### config.mk
export PLATFORM = sky130hd
export DESIGN_NAME = uart_mem_loader
export DESIGN_NICKNAME = d
export VERILOG_FILES = /design/src/rtl/uart_loader_pkg.sv /design/src/rtl/uart_byte_packer.sv /design/src/rtl/uart_mem_loader.sv
export SDC_FILE = /design/constraint.sdc
export NUM_CORES = 1
export LEC_CHECK = 0
export CAP_MARGIN = 20
export CORE_UTILIZATION = 26
export CTS_CLUSTER_SIZE = 10
export DETAILED_ROUTE_END_ITERATION = 6
export SKIP_LAST_GASP = 1
export SLEW_MARGIN = 20
export SYNTH_ARGS = -nofsm -noshare
export SYNTH_HDL_FRONTEND = slang
export SYNTH_HIERARCHICAL = 1
export SYNTH_SLANG_ARGS = --single-unit
### constraint.sdc
create_clock -name clk -period 5.14 [get_ports clk]
set_input_delay 1.028 -clock clk [delete_from_list [all_inputs] [get_ports clk]]
set_output_delay 1.028 -clock clk [all_outputs]
set_load 0.03 [all_outputs]
### src/rtl/uart_loader_pkg.sv
// Shared constants and FSM state type for the UART memory loader.
package uart_loader_pkg;

  localparam logic [7:0] SYNC_BYTE = 8'hA5;
  localparam logic [7:0] ACK_BYTE  = 8'h06;
  localparam logic [7:0] NAK_BYTE  = 8'h15;

  typedef enum logic [2:0] {
    ST_IDLE    = 3'd0,
    ST_ADDR_LO = 3'd1,
    ST_ADDR_HI = 3'd2,
    ST_LEN     = 3'd3,
    ST_DATA    = 3'd4,
    ST_CHK     = 3'd5,
    ST_RESP    = 3'd6
  } loader_state_t;

endpackage

### src/rtl/uart_byte_packer.sv
// Byte-to-word assembler: little-endian packing, registered word output
// with a one-cycle valid pulse after the word's last byte is taken.
module uart_byte_packer #(
  parameter int unsigned WORD_BYTES = 4
) (
  input  logic                    clk,
  input  logic                    rst,
  input  logic                    i_clear,
  input  logic                    i_byte_valid,
  input  logic [7:0]              i_byte,
  output logic                    o_last_c,
  output logic [8*WORD_BYTES-1:0] o_word,
  output logic                    o_word_valid
);

  localparam int unsigned WW = 8 * WORD_BYTES;
  localparam int unsigned CW = (WORD_BYTES > 1) ? $clog2(WORD_BYTES) : 1;

  logic [CW-1:0] r_cnt;
  logic [WW-1:0] r_acc;
  logic [WW-1:0] r_word;
  logic          r_word_valid;
  logic [WW-1:0] w_acc_next;

  assign o_last_c     = (r_cnt == CW'(WORD_BYTES - 1));
  assign o_word       = r_word;
  assign o_word_valid = r_word_valid;

  // Drop the incoming byte into its lane selected by the byte counter.
  always_comb begin
    w_acc_next = r_acc;
    for (int b = 0; b < int'(WORD_BYTES); b++) begin
      if (r_cnt == CW'(b)) begin
        w_acc_next[b*8 +: 8] = i_byte;
      end
    end
  end

  // Byte counter, accumulator and registered word/valid outputs.
  always_ff @(posedge clk or posedge rst) begin
    if (rst) begin
      r_cnt        <= '0;
      r_acc        <= '0;
      r_word       <= '0;
      r_word_valid <= 1'b0;
    end else begin
      r_word_valid <= 1'b0;
      if (i_clear) begin
        r_cnt <= '0;
      end else if (i_byte_valid) begin
        if (o_last_c) begin
          r_cnt        <= '0;
          r_word       <= w_acc_next;
          r_word_valid <= 1'b1;
        end else begin
          r_cnt <= r_cnt + CW'(1);
          r_acc <= w_acc_next;
        end
      end
    end
  end

endmodule

### src/rtl/uart_mem_loader.sv
// Serial frame parser that writes little-endian words into a data memory
// and answers each frame with one ACK/NAK byte.
// Optional feature macro: UART_LOADER_CHKSUM_EN (XOR checksum byte verified).
module uart_mem_loader
  import uart_loader_pkg::*;
#(
  parameter int unsigned DATA_WIDTH = 8,
  parameter int unsigned WORD_BYTES = 4,
  parameter int unsigned ADDR_WIDTH = 10
) (
  input  logic                    clk,
  input  logic                    rst,
  input  logic [DATA_WIDTH-1:0]   rx_data,
  input  logic                    rx_valid,
  output logic                    rx_ready,
  output logic [DATA_WIDTH-1:0]   tx_data,
  output logic                    tx_valid,
  input  logic                    tx_ready,
  output logic                    mem_we,
  output logic [ADDR_WIDTH-1:0]   mem_addr,
  output logic [8*WORD_BYTES-1:0] mem_wdata,
  output logic                    busy,
  output logic                    load_done,
  output logic                    frame_error
);

  loader_state_t r_state;
  loader_state_t w_next_state;

  logic                  r_rx_ready;
  logic                  r_tx_valid;
  logic [7:0]            r_tx_data;
  logic [7:0]            w_tx_data;
  logic                  w_resp_ack;
  logic                  r_busy;
  logic [7:0]            r_addr_lo;
  logic [ADDR_WIDTH-1:0] r_start;
  logic [7:0]            r_len;
  logic [7:0]            r_word_idx;
  logic [ADDR_WIDTH-1:0] r_mem_addr;
  logic                  w_accept;
  logic                  w_tx_hs;
  logic                  w_last_byte;
  logic                  w_last_word;
  logic                  w_pack_valid;

`ifdef UART_LOADER_CHKSUM_EN
  logic [7:0]            r_chk;
`endif

  assign w_accept    = rx_valid && r_rx_ready;
  assign w_tx_hs     = r_tx_valid && tx_ready;
  assign w_last_word = (r_word_idx == (r_len - 8'd1));

  assign rx_ready    = r_rx_ready;
  assign tx_valid    = r_tx_valid;
  assign tx_data     = r_tx_data;
  assign busy        = r_busy;
  assign mem_addr    = r_mem_addr;
  assign load_done   = w_tx_hs && (r_tx_data == ACK_BYTE);
  assign frame_error = w_tx_hs && (r_tx_data == NAK_BYTE);

  assign w_pack_valid = w_accept && (r_state == ST_DATA);

  // Word assembly; its registered strobe/data drive the memory port directly.
  uart_byte_packer #(
    .WORD_BYTES (WORD_BYTES)
  ) u_packer (
    .clk          (clk),
    .rst          (rst),
    .i_clear      (r_state == ST_IDLE),
    .i_byte_valid (w_pack_valid),
    .i_byte       (rx_data),
    .o_last_c     (w_last_byte),
    .o_word       (mem_wdata),
    .o_word_valid (mem_we)
  );

  // FSM state register.
  always_ff @(posedge clk or posedge rst) begin
    if (rst) r_state <= ST_IDLE;
    else     r_state <= w_next_state;
  end

  // Next-state logic and response byte selection.
  always_comb begin
    w_next_state = r_state;
    w_resp_ack   = 1'b0;
    w_tx_data    = r_tx_data;
    case (r_state)
      ST_IDLE: begin
        if (w_accept && (rx_data == SYNC_BYTE)) w_next_state = ST_ADDR_LO;
      end
      ST_ADDR_LO: begin
        if (w_accept) w_next_state = ST_ADDR_HI;
      end
      ST_ADDR_HI: begin
        if (w_accept) w_next_state = ST_LEN;
      end
      ST_LEN: begin
        if (w_accept) begin
          if (rx_data == 8'h00) begin
            w_next_state = ST_RESP;
            w_resp_ack   = 1'b0;
          end else begin
            w_next_state = ST_DATA;
          end
        end
      end
      ST_DATA: begin
        if (w_accept && w_last_byte && w_last_word) begin
`ifdef UART_LOADER_CHKSUM_EN
          w_next_state = ST_CHK;
`else
          w_next_state = ST_RESP;
          w_resp_ack   = 1'b1;
`endif
        end
      end
`ifdef UART_LOADER_CHKSUM_EN
      ST_CHK: begin
        if (w_accept) begin
          w_next_state = ST_RESP;
          w_resp_ack   = (rx_data == r_chk);
        end
      end
`endif
      ST_RESP: begin
        if (w_tx_hs) w_next_state = ST_IDLE;
      end
      default: w_next_state = ST_IDLE;
    endcase
    if ((w_next_state == ST_RESP) && (r_state != ST_RESP)) begin
      w_tx_data = w_resp_ack ? ACK_BYTE : NAK_BYTE;
    end
  end

  // Registered handshake/status outputs derived from the next state.
  always_ff @(posedge clk or posedge rst) begin
    if (rst) begin
      r_rx_ready <= 1'b0;
      r_tx_valid <= 1'b0;
      r_tx_data  <= 8'h00;
      r_busy     <= 1'b0;
    end else begin
      r_rx_ready <= (w_next_state != ST_RESP);
      r_tx_valid <= (w_next_state == ST_RESP);
      r_tx_data  <= w_tx_data;
      r_busy     <= (w_next_state != ST_IDLE);
    end
  end

  // Frame header capture, word counter and write address generation.
  always_ff @(posedge clk or posedge rst) begin
    if (rst) begin
      r_addr_lo  <= 8'h00;
      r_start    <= '0;
      r_len      <= 8'h00;
      r_word_idx <= 8'h00;
      r_mem_addr <= '0;
    end else if (w_accept) begin
      case (r_state)
        ST_ADDR_LO: r_addr_lo <= rx_data;
        ST_ADDR_HI: r_start   <= ADDR_WIDTH'({rx_data, r_addr_lo});
        ST_LEN: begin
          r_len      <= rx_data;
          r_word_idx <= 8'h00;
        end
        ST_DATA: begin
          if (w_last_byte) begin
            r_mem_addr <= r_start + ADDR_WIDTH'(r_word_idx);
            r_word_idx <= r_word_idx + 8'd1;
          end
        end
        default: ;
      endcase
    end
  end

`ifdef UART_LOADER_CHKSUM_EN
  // Running XOR over address, length and data bytes.
  always_ff @(posedge clk or posedge rst) begin
    if (rst) begin
      r_chk <= 8'h00;
    end else if (w_accept) begin
      case (r_state)
        ST_IDLE:    r_chk <= 8'h00;
        ST_ADDR_LO,
        ST_ADDR_HI,
        ST_LEN,
        ST_DATA:    r_chk <= r_chk ^ rx_data;
        default: ;
      endcase
    end
  end
`endif

endmodule

==> results.md, run 1 <==
- Power Density: 394 nW/um^2
- DRC Markers: 0
- Setup Skew: 0.00828 ns
- Worst slack, placed: 1.43 ns
- CP Launch Type: primary input
- Via density: 4.52
- Die height: 149 um
- Gr ovfl total: 0
- Vias in the first global route: 3677
- Width of the die: 149 um
- Gpl congestion: 0.765
- Seq/Total Area, Yosys: 50.0%
- DRT antenna net count: 0
- Net switching power: 841 uW
- Cell taking the most area after synthesis: dfrtp_1
- Row cnt: 53
- Status: finished clean
- Share of the synthesized area in the top cell type: 50.0%
- H-tree level count: 3
- Layout cell share with drive strength beyond 1: 28.7%
- Max-slew violation count: 0
- Max VDD drop: 0.191 mV
- CP max FO: 3
- Sequential Power Share: 44.9%
- Required time of the critical path: 4.11 ns
- Worst-path clk slew: 0.07 ns
- Largest net degree at the start of global routing: 59
- Clock share of power: 27.6%
- Core ar.: 21100 um^2
- RSZ-0062 raised after global routing: no
- Worst skew pair latency: 0.36 ns
- Setup ws final: 1.62 ns
- Post_cts resized: 0
- Iteration-0 DRC Markers: 118
- Global-route wire length before repair: 20000 um
- Overall Power: 2640 uW
- Pint: 1800 uW
- # hold bufs at CTS: 0
- Setup violators final: 0
- Starting Density: 26.6%
- Crit Path Category: in -> out
- Diodes inserted: 0
- CTS max path bufs: 2
- Post-synth EDFFs: 0
- WL/cell: 16.1 um
- Mapped Avg Cell Area: 12.9 um^2
- Num CTS Buffers: 9
- Die ar.: 22100 um^2
- Routed via count: 3477
- Library cells used by synthesis: 61
- Final wirelength: 12400 um
- Slew HR: 29.8%
- Crit path DAT: 2.50 ns
- Fraction of registers with async set/reset: 100%
- Max-capacitance violation count: 0
- Fin. Hold Viols: 0
- Clock tree root buffer cell: clkbuf_16
- Number of synthesized register bits: 112
- Peak Freq: 0.284 GHz
- HPWL after DPL: 8660 um
- CTS tree: built
- Worst-Margin Slew: 1.05 ns
- First-pass DRT Iterations: 4
- Port bufs: 63
- Post-CTS Setup Bufs: 0
- CTS Sinks: 112
- Mapped cell area: 5600 um^2
- Synth Warn #: 6
- Area contributors post-synth: dfrtp_1 50%, mux2_2 15%, mux2_4 7.8%
- Filler cells: 2108
- Worst hold path type: reg -> reg
- Setup_tns: 0 ns
- Share of total power in combinational logic: 27.5%
- Ports: 68
- Kind of end point of the critical path: output pin
- Area grow syn2layout: 19.7%
- Tcrit/Tclk final: 68.6%
- Min cycle time layout: 3.52 ns
- Sw frac: 31.9%
- Total track usage: 11.8%
- Syn Inst Count: 433
- Main synth FF type: dfrtp_1
- Lkg Pwr: 0.00298 uW
- Initial antenna violation count: 0
- Nets: 516
[state kept, by name, indices dropped and copies added, names as in the netlist]
register,cells
u_packer/o_word_valid,1
mem_addr,10
u_packer/r_acc,24
u_packer/o_word,32
r_addr_lo,8
r_word_idx,8
r_start,10
r_len,8
u_packer/r_cnt,2
r_state,3
rx_ready,1
busy,1
tx_data,3
tx_valid,1
[area by class of cell]
cell class              count  area [um^2]  share of cell area (%)
multi-input cells         287         2560                    38.1
clock inverters             6         76.3                    1.14
well taps                 275          344                    5.13
repair buffers             65          646                    9.63
clock buffers              10          229                    3.41
inverters                  14         53.8                   0.802
flip-flops and latches    112         2800                    41.8
[layer usage]
| layer | GRT usage (%) | routed length (um) | up-vias |
|---|---|---|---|
| li1 | - | - | 1635 |
| met5 | 0 | 0 | - |
| met1 | 14.4 | 5560 | 1766 |
| met2 | 20.3 | 6200 | 60 |
| met4 | 3.78 | 176 | 0 |
| met3 | 3.15 | 477 | 16 |
[metrics by stage]
stage	instances	utilization [%]	hold slack (ns)	cell area, um^2
floorplan	436	-	0.446	5610
global placement	753	30.4	0.466	6400
detailed placement	753	30.4	0.471	6400
CTS	769	31.8	0.488	6710
global route	769	31.8	0.517	6710
finish	769	31.8	0.477	6710
[worst paths after layout]
path / startpoint / end / slack (ns) / depth (start not counted)
max: tx_ready / frame_error / 1.62 / 4
min: mem_addr[0] / mem_addr[0] / 0.48 / 2
max reg2reg: rx_ready / u_packer/o_word[2] / 2.62 / 4
min reg2reg: mem_addr[0] / mem_addr[0] / 0.48 / 2
max in group asynchronous: rst / u_packer/r_acc[14] / 3.39 / 3
min in group asynchronous: rst / u_packer/o_word[24] / 0.87 / 2
[synthesized netlist by cell type, types with 3 or more instances]
cell      number
nor4_1         4
mux2_2        74
buf_6          4
dfrtp_1      112
and3_1         4
nand2_1       21
buf_12         3
nor2_1        17
mux2i_1        3
xnor2_1        9
o21ai_0       18
nand3_1        7
a21oi_1       10
buf_4          5
buf_2          7
ha_1          14
and4bb_2       3
nor3_1        10
mux2_4        29
xor2_1        10
inv_1         14
nand2b_1       3
[kinds of logic (layout without fill, tap and decap cells)]
kind of cell	Yosys count	after routing	share of synthesized area (%)
xor gates and xnor gates	21	21	3.55
buffers and inverters	37	95	4.58
muxes	106	106	23.2
other	1	4	0.0669
DFF	112	112	50.0
and+or+nand+nor	95	95	9.98
AOI/OAI and AO/OA	46	46	5.14
adders and majority gates	15	15	3.48
[power groups by stage]
stage | clock network, uW | registers, uW | logic, uW
floorplan | 0 | 1160 | 599
finish | 729 | 1180 | 727
global placement | 0 | 1190 | 690
global route | 784 | 1210 | 794
detailed placement | 0 | 1200 | 725
CTS | 746 | 1190 | 729
[cell usage in the layout (no fill, tap or decap), types with 4 or more instances in the layout]
cell             count
a21oi_1             10
and3_1               4
clkbuf_16            9
clkdlybuf4s50_1     63
conb_1               4
dfrtp_1            112
ha_1                14
inv_1               12
mux2_2              74
mux2_4              29
nand2_1             21
nand3_1              7
nor2_1              17
nor3_1              10
nor4_1               4
o21ai_0             18
xnor2_1              9
xor2_1              10
[critical path, stage by stage]
cell,delay [ns]
clkdlybuf4s50_1,0.50
nand3_1,0.10
nor3b_1,0.18
clkdlybuf4s50_1,0.69
(Power assumes the default switching activity.)
==> run 2: changes to the inputs <==
clock period = 3.4 ns   (was 5.14 ns; I/O delays follow)
==> run 2 against run 1 <==
Effect of this change:
- cell count is 1.7% higher
- setup slack got worse by 1.1 ns
- total power up 51%
- via count rose by 0.12%
- hold slack improved by 0.0071 ns
- largest cell class unchanged
- largest power group unchanged
- highest routed layer unchanged
==> results.md, run 2 (same netlist as run 1, synthesis figures left out) <==
- Largest net degree at the start of global routing: 54
- Ports: 68
- Port bufs: 63
- Commonest cells after routing, fill and taps aside: 112 x dfrtp_1, 74 x mux2_2, 63 x clkdlybuf4s50_1, 29 x mux2_4, 21 x nand2_1
- Max-capacitance violation count: 0
- Gr ovfl total: 0
- Width of the die: 149 um
- Max reg flops: 32
- Commonest non-fill, non-tap cell in the layout: dfrtp_1
- Layout cell share with drive strength beyond 1: 30.8%
- Clock tree root buffer cell: clkbuf_16
- CP max FO: 3
- CTS Sinks: 112
- # hold bufs at CTS: 0
- Row cnt: 53
- Post_cts resized: 0
- Worst-path clk slew: 0.07 ns
- Final wirelength: 12200 um
- H-tree level count: 3
- Status: finished clean
- Crit Path Category: in -> out
- Tcrit/Tclk final: 83.5%
- Vias in the first global route: 3703
- Crit path DAT: 2.16 ns
- Worst skew pair latency: 0.36 ns
- Gpl congestion: 0.776
- Max VDD drop: 0.293 mV
- Routed via count: 3481
- CTS max path bufs: 2
- RSZ-0062 raised after global routing: no
- Die height: 149 um
- Overall Power: 4000 uW
- Die ar.: 22100 um^2
- Kind of end point of the critical path: output pin
- Slew HR: 55.2%
- Required time of the critical path: 2.72 ns
- Core ar.: 21100 um^2
- Min cycle time layout: 2.84 ns
- Starting Density: 26.6%
- Setup_tns: 0 ns
- DRC Markers: 0
- First-pass DRT Iterations: 4
- Diodes inserted: 0
- Setup violators final: 0
- CTS tree: built
- Post-CTS Setup Bufs: 0
- DRT antenna net count: 0
- Worst hold path type: reg -> reg
- Lkg Pwr: 0.00306 uW
- Peak Freq: 0.352 GHz
- Power Density: 585 nW/um^2
- Nets: 529
- Via density: 4.45
- Num CTS Buffers: 9
- Worst-Margin Slew: 0.672 ns
- Iteration-0 DRC Markers: 113
- CP Launch Type: primary input
- Fin. Hold Viols: 0
- WL/cell: 15.6 um
- HPWL after DPL: 8870 um
- Max-slew violation count: 0
- Initial antenna violation count: 0
- Global-route wire length before repair: 20000 um
- Setup Skew: 0.00996 ns
- Area grow syn2layout: 22.0%
- Total track usage: 11.7%
## run 2: cell count changes in the layout (fill, tap and decap cells not counted)
cell	before	now
clkinv_4	3	0
inv_2	1	2
clkinv_2	1	2
buf_4	2	13
buf_12	0	2
inv_8	1	2
clkbuf_1	1	0
clkbuf_8	0	1
## run 2: area by class of cell
class                   count  area, um^2
inverters                  14        52.6
clock inverters             6        71.3
well taps                 275         344
repair buffers             78         768
clock buffers              10         239
flip-flops and latches    112        2800
multi-input cells         287        2560
fillers                  2110       14300
## run 2: stage by stage
stage          setup WS, ns  hold slack [ns]  instances  util (%)  area (um^2)
2_1_floorplan          1.22            0.446        436         -         5610
3_3_place_gp          0.561            0.466        766      30.9         6520
3_5_place_dp          0.549            0.473        766      30.9         6520
4_1_cts               0.549            0.490        782      32.4         6830
5_1_grt               0.453            0.519        782      32.4         6830
6_report              0.562            0.484        782      32.4         6830
## run 2: power by group
group          switching, uW  total [uW]  internal [uW]
sequential               220        1800           1580
combinational            534        1100            567
clock                    498        1100            602
total                   1250        4000           2750
## run 2: worst max-delay path, cell delays in order
cell	delay, ns
clkdlybuf4s50_1	0.50
nand3_1	0.10
nor3b_1	0.18
clkdlybuf4s50_1	0.69
## run 2: final timing paths
check	start	end	slack, ns	depth (start not counted)
hold reg to reg	mem_addr[0]	mem_addr[0]	0.48	2
max in group asynchronous	rst	u_packer/o_word[13]	2.01	3
setup / recovery	tx_ready	frame_error	0.56	4
setup reg to reg	r_len[0]	busy	1.07	8
min in group asynchronous	rst	u_packer/o_word[24]	0.80	2
hold / removal	mem_addr[0]	mem_addr[0]	0.48	2
## run 2: routing by layer
| metal | wire length [um] | GRT usage [%] | vias to the layer above |
|---|---|---|---|
| met5 | 0 | 0 | - |
| li1 | - | - | 1665 |
| met4 | 149 | 2.91 | 0 |
| met3 | 444 | 2.94 | 15 |
| met1 | 5600 | 14.8 | 1741 |
| met2 | 6020 | 20.1 | 60 |
==> run 3: changes to the inputs <==
clock period = 2.7 ns   (was 3.4 ns; I/O delays follow)
==> run 3 against run 2 <==
Effect of this change:
- register-to-register slack got worse by 0.67 ns
- sequential share of layout area fell by 0.42 points
- combinational power rose by 27%
- flip-flop and latch count did not move
- critical path depth rose by 4
- non-clock buffer count rose by 6
- critical endpoint is now busy
- largest cell class unchanged
==> results.md, run 3 (same netlist as run 1, synthesis figures left out) <==
- Clock tree root buffer cell: clkbuf_16
- CTS max path bufs: 2
- Worst hold path type: reg -> reg
- Worst-Margin Slew: 0.581 ns
- Max reg flops: 32
- Worst-case hold slack: 0.475 ns
- R2r startpoint: r_len[0]
- Crit path DAT: 2.52 ns
- CP Launch Type: register
- Tcrit/Tclk final: 85.2%
- Max VDD drop: 0.331 mV
- Initial antenna violation count: 0
- DRT antenna net count: 0
- CTS Sinks: 112
- Kind of end point of the critical path: register
- RSZ-0062 raised after global routing: no
- Share of total power in combinational logic: 27.9%
- Slew HR: 61.2%
- Setup Skew: 0.00560 ns
- # hold bufs at CTS: 0
- Nets: 535
- Required time of the critical path: 2.92 ns
- Crit Path Category: reg -> reg
- Status: finished clean
- Placed Instances: 772
- Max-slew violation count: 0
- Post-Layout Cell Count: 788
- Commonest cells after routing, fill and taps aside: 112 x dfrtp_1, 74 x mux2_2, 61 x clkdlybuf4s50_1, 29 x mux2_4, 21 x nand2_1
- Diodes inserted: 0
- Gpl congestion: 0.811
- Num CTS Buffers: 9
- Pint: 3440 uW
- CP max FO: 6
- Min cycle time layout: 2.30 ns
- Worst skew pair latency: 0.35 ns
- Crit-path max cell delay: 0.43 ns
- Sw frac: 31.5%
- Max-capacitance violation count: 0
- Worst path bufs/invs: 2
- Iteration-0 DRC Markers: 167
- Largest net degree at the start of global routing: 35
- Peak Freq: 0.435 GHz
- Vias in the first global route: 3773
- DRC Markers: 0
- Worst-path cell chain: inv_1 > ha_1 > nor4b_2 > a22oi_1 > o311ai_1 > nor4_1 > buf_4 > or4_1
- Area grow syn2layout: 23.2%
- Lkg Pwr: 0.00308 uW
- Ports: 68
- Post_cts resized: 0
- Gr ovfl total: 0
- Worst hold start: mem_addr[0]
- Sequential Power Share: 45.1%
- Net switching power: 1580 uW
- Row cnt: 53
- Worst Setup SP: r_len[0]
- Commonest non-fill, non-tap cell in the layout: dfrtp_1
- Core ar.: 21100 um^2
- Global-route wire length before repair: 20600 um
- Width of the die: 149 um
- Via density: 4.48
- First-pass DRT Iterations: 4
- Starting Density: 26.6%
- Fin. Hold Viols: 0
- H-tree level count: 3
- Routed via count: 3534
- Worst-path clk slew: 0.07 ns
- WL/cell: 15.8 um
- Layout cell share with drive strength beyond 1: 32.0%
- Power Density: 727 nW/um^2
- Die height: 149 um
- CP top delay family: simple AND/OR/NAND/NOR gates
- Post-CTS Setup Bufs: 0
- Port bufs: 63
- HPWL after DPL: 9140 um
- Clock share of power: 27.0%
- Total track usage: 12.0%
- Die ar.: 22100 um^2
- Final wirelength: 12500 um
- Setup violators final: 0
- CTS tree: built
- Setup_tns: 0 ns
- CP max stage cell: dfrtp_1
==> run 3: cell types whose count changed in the layout (fill, tap and decap cells not counted), sizes merged <==
cell,delta
clkdlybuf4s50,-2
inv,-1
clkbuf,-1
buf,+8
clkinvlp,+2
==> run 3: through the flow <==
| step | util, % | instance area (um^2) | total power [uW] | worst slack (ns) |
|---|---|---|---|---|
| 6_report | 32.7 | 6910 | 5020 | 0.400 |
| 5_1_grt | 32.7 | 6910 | 5330 | 0.267 |
| 4_1_cts | 32.7 | 6910 | 5070 | 0.381 |
| 3_5_place_dp | 31.3 | 6600 | 3690 | 0.0699 |
| 3_3_place_gp | 31.3 | 6600 | 3620 | 0.109 |
| 2_1_floorplan | - | 5610 | 3350 | 0.704 |
==> run 3: metal layers <==
layer  track usage (%)  vias to the layer above  routed length, um  part of all wire [%]
li1                  -                     1675                  -                     -
met1              16.0                     1784               5780                    46
met2              20.1                       66               6190                    50
met3              2.39                        9                412                   3.3
met4              2.45                        0                106                  0.85
met5                 0                        -                  0                     0
==> run 3: path summary, 6_finish.rpt <==
check / cells after the start / to / slack [ns]
max reg2reg: 8 / busy / 0.40
min: 2 / mem_addr[0] / 0.48
min reg2reg: 2 / mem_addr[0] / 0.48
max: 8 / busy / 0.40
min in group asynchronous: 2 / r_start[4] / 0.64
max in group asynchronous: 3 / mem_addr[8] / 1.51
==> run 3: area by class of cell <==
type,count,area (um^2)
clock buffer,9,225
timing repair buffer,84,846
clock inverter,7,78.8
inverter,14,52.6
tap,275,344
sequential,112,2800
multi-input combinational,287,2560
fill,2110,14200
==> run 3: worst min-delay path, stage by stage (launching register included) <==
cell and delay, ns:
dfrtp_1 0.34, nand2_1 0.05, nand2_1 0.05
==> run 3: power groups by stage <==
stage               Clock (uW)  Sequential [uW]  Combinational, uW
floorplan                    0             2210               1140
finish                    1360             2260               1400
CTS                       1400             2260               1410
global placement             0             2280               1340
global route              1470             2310               1550
detailed placement           0             2290               1400
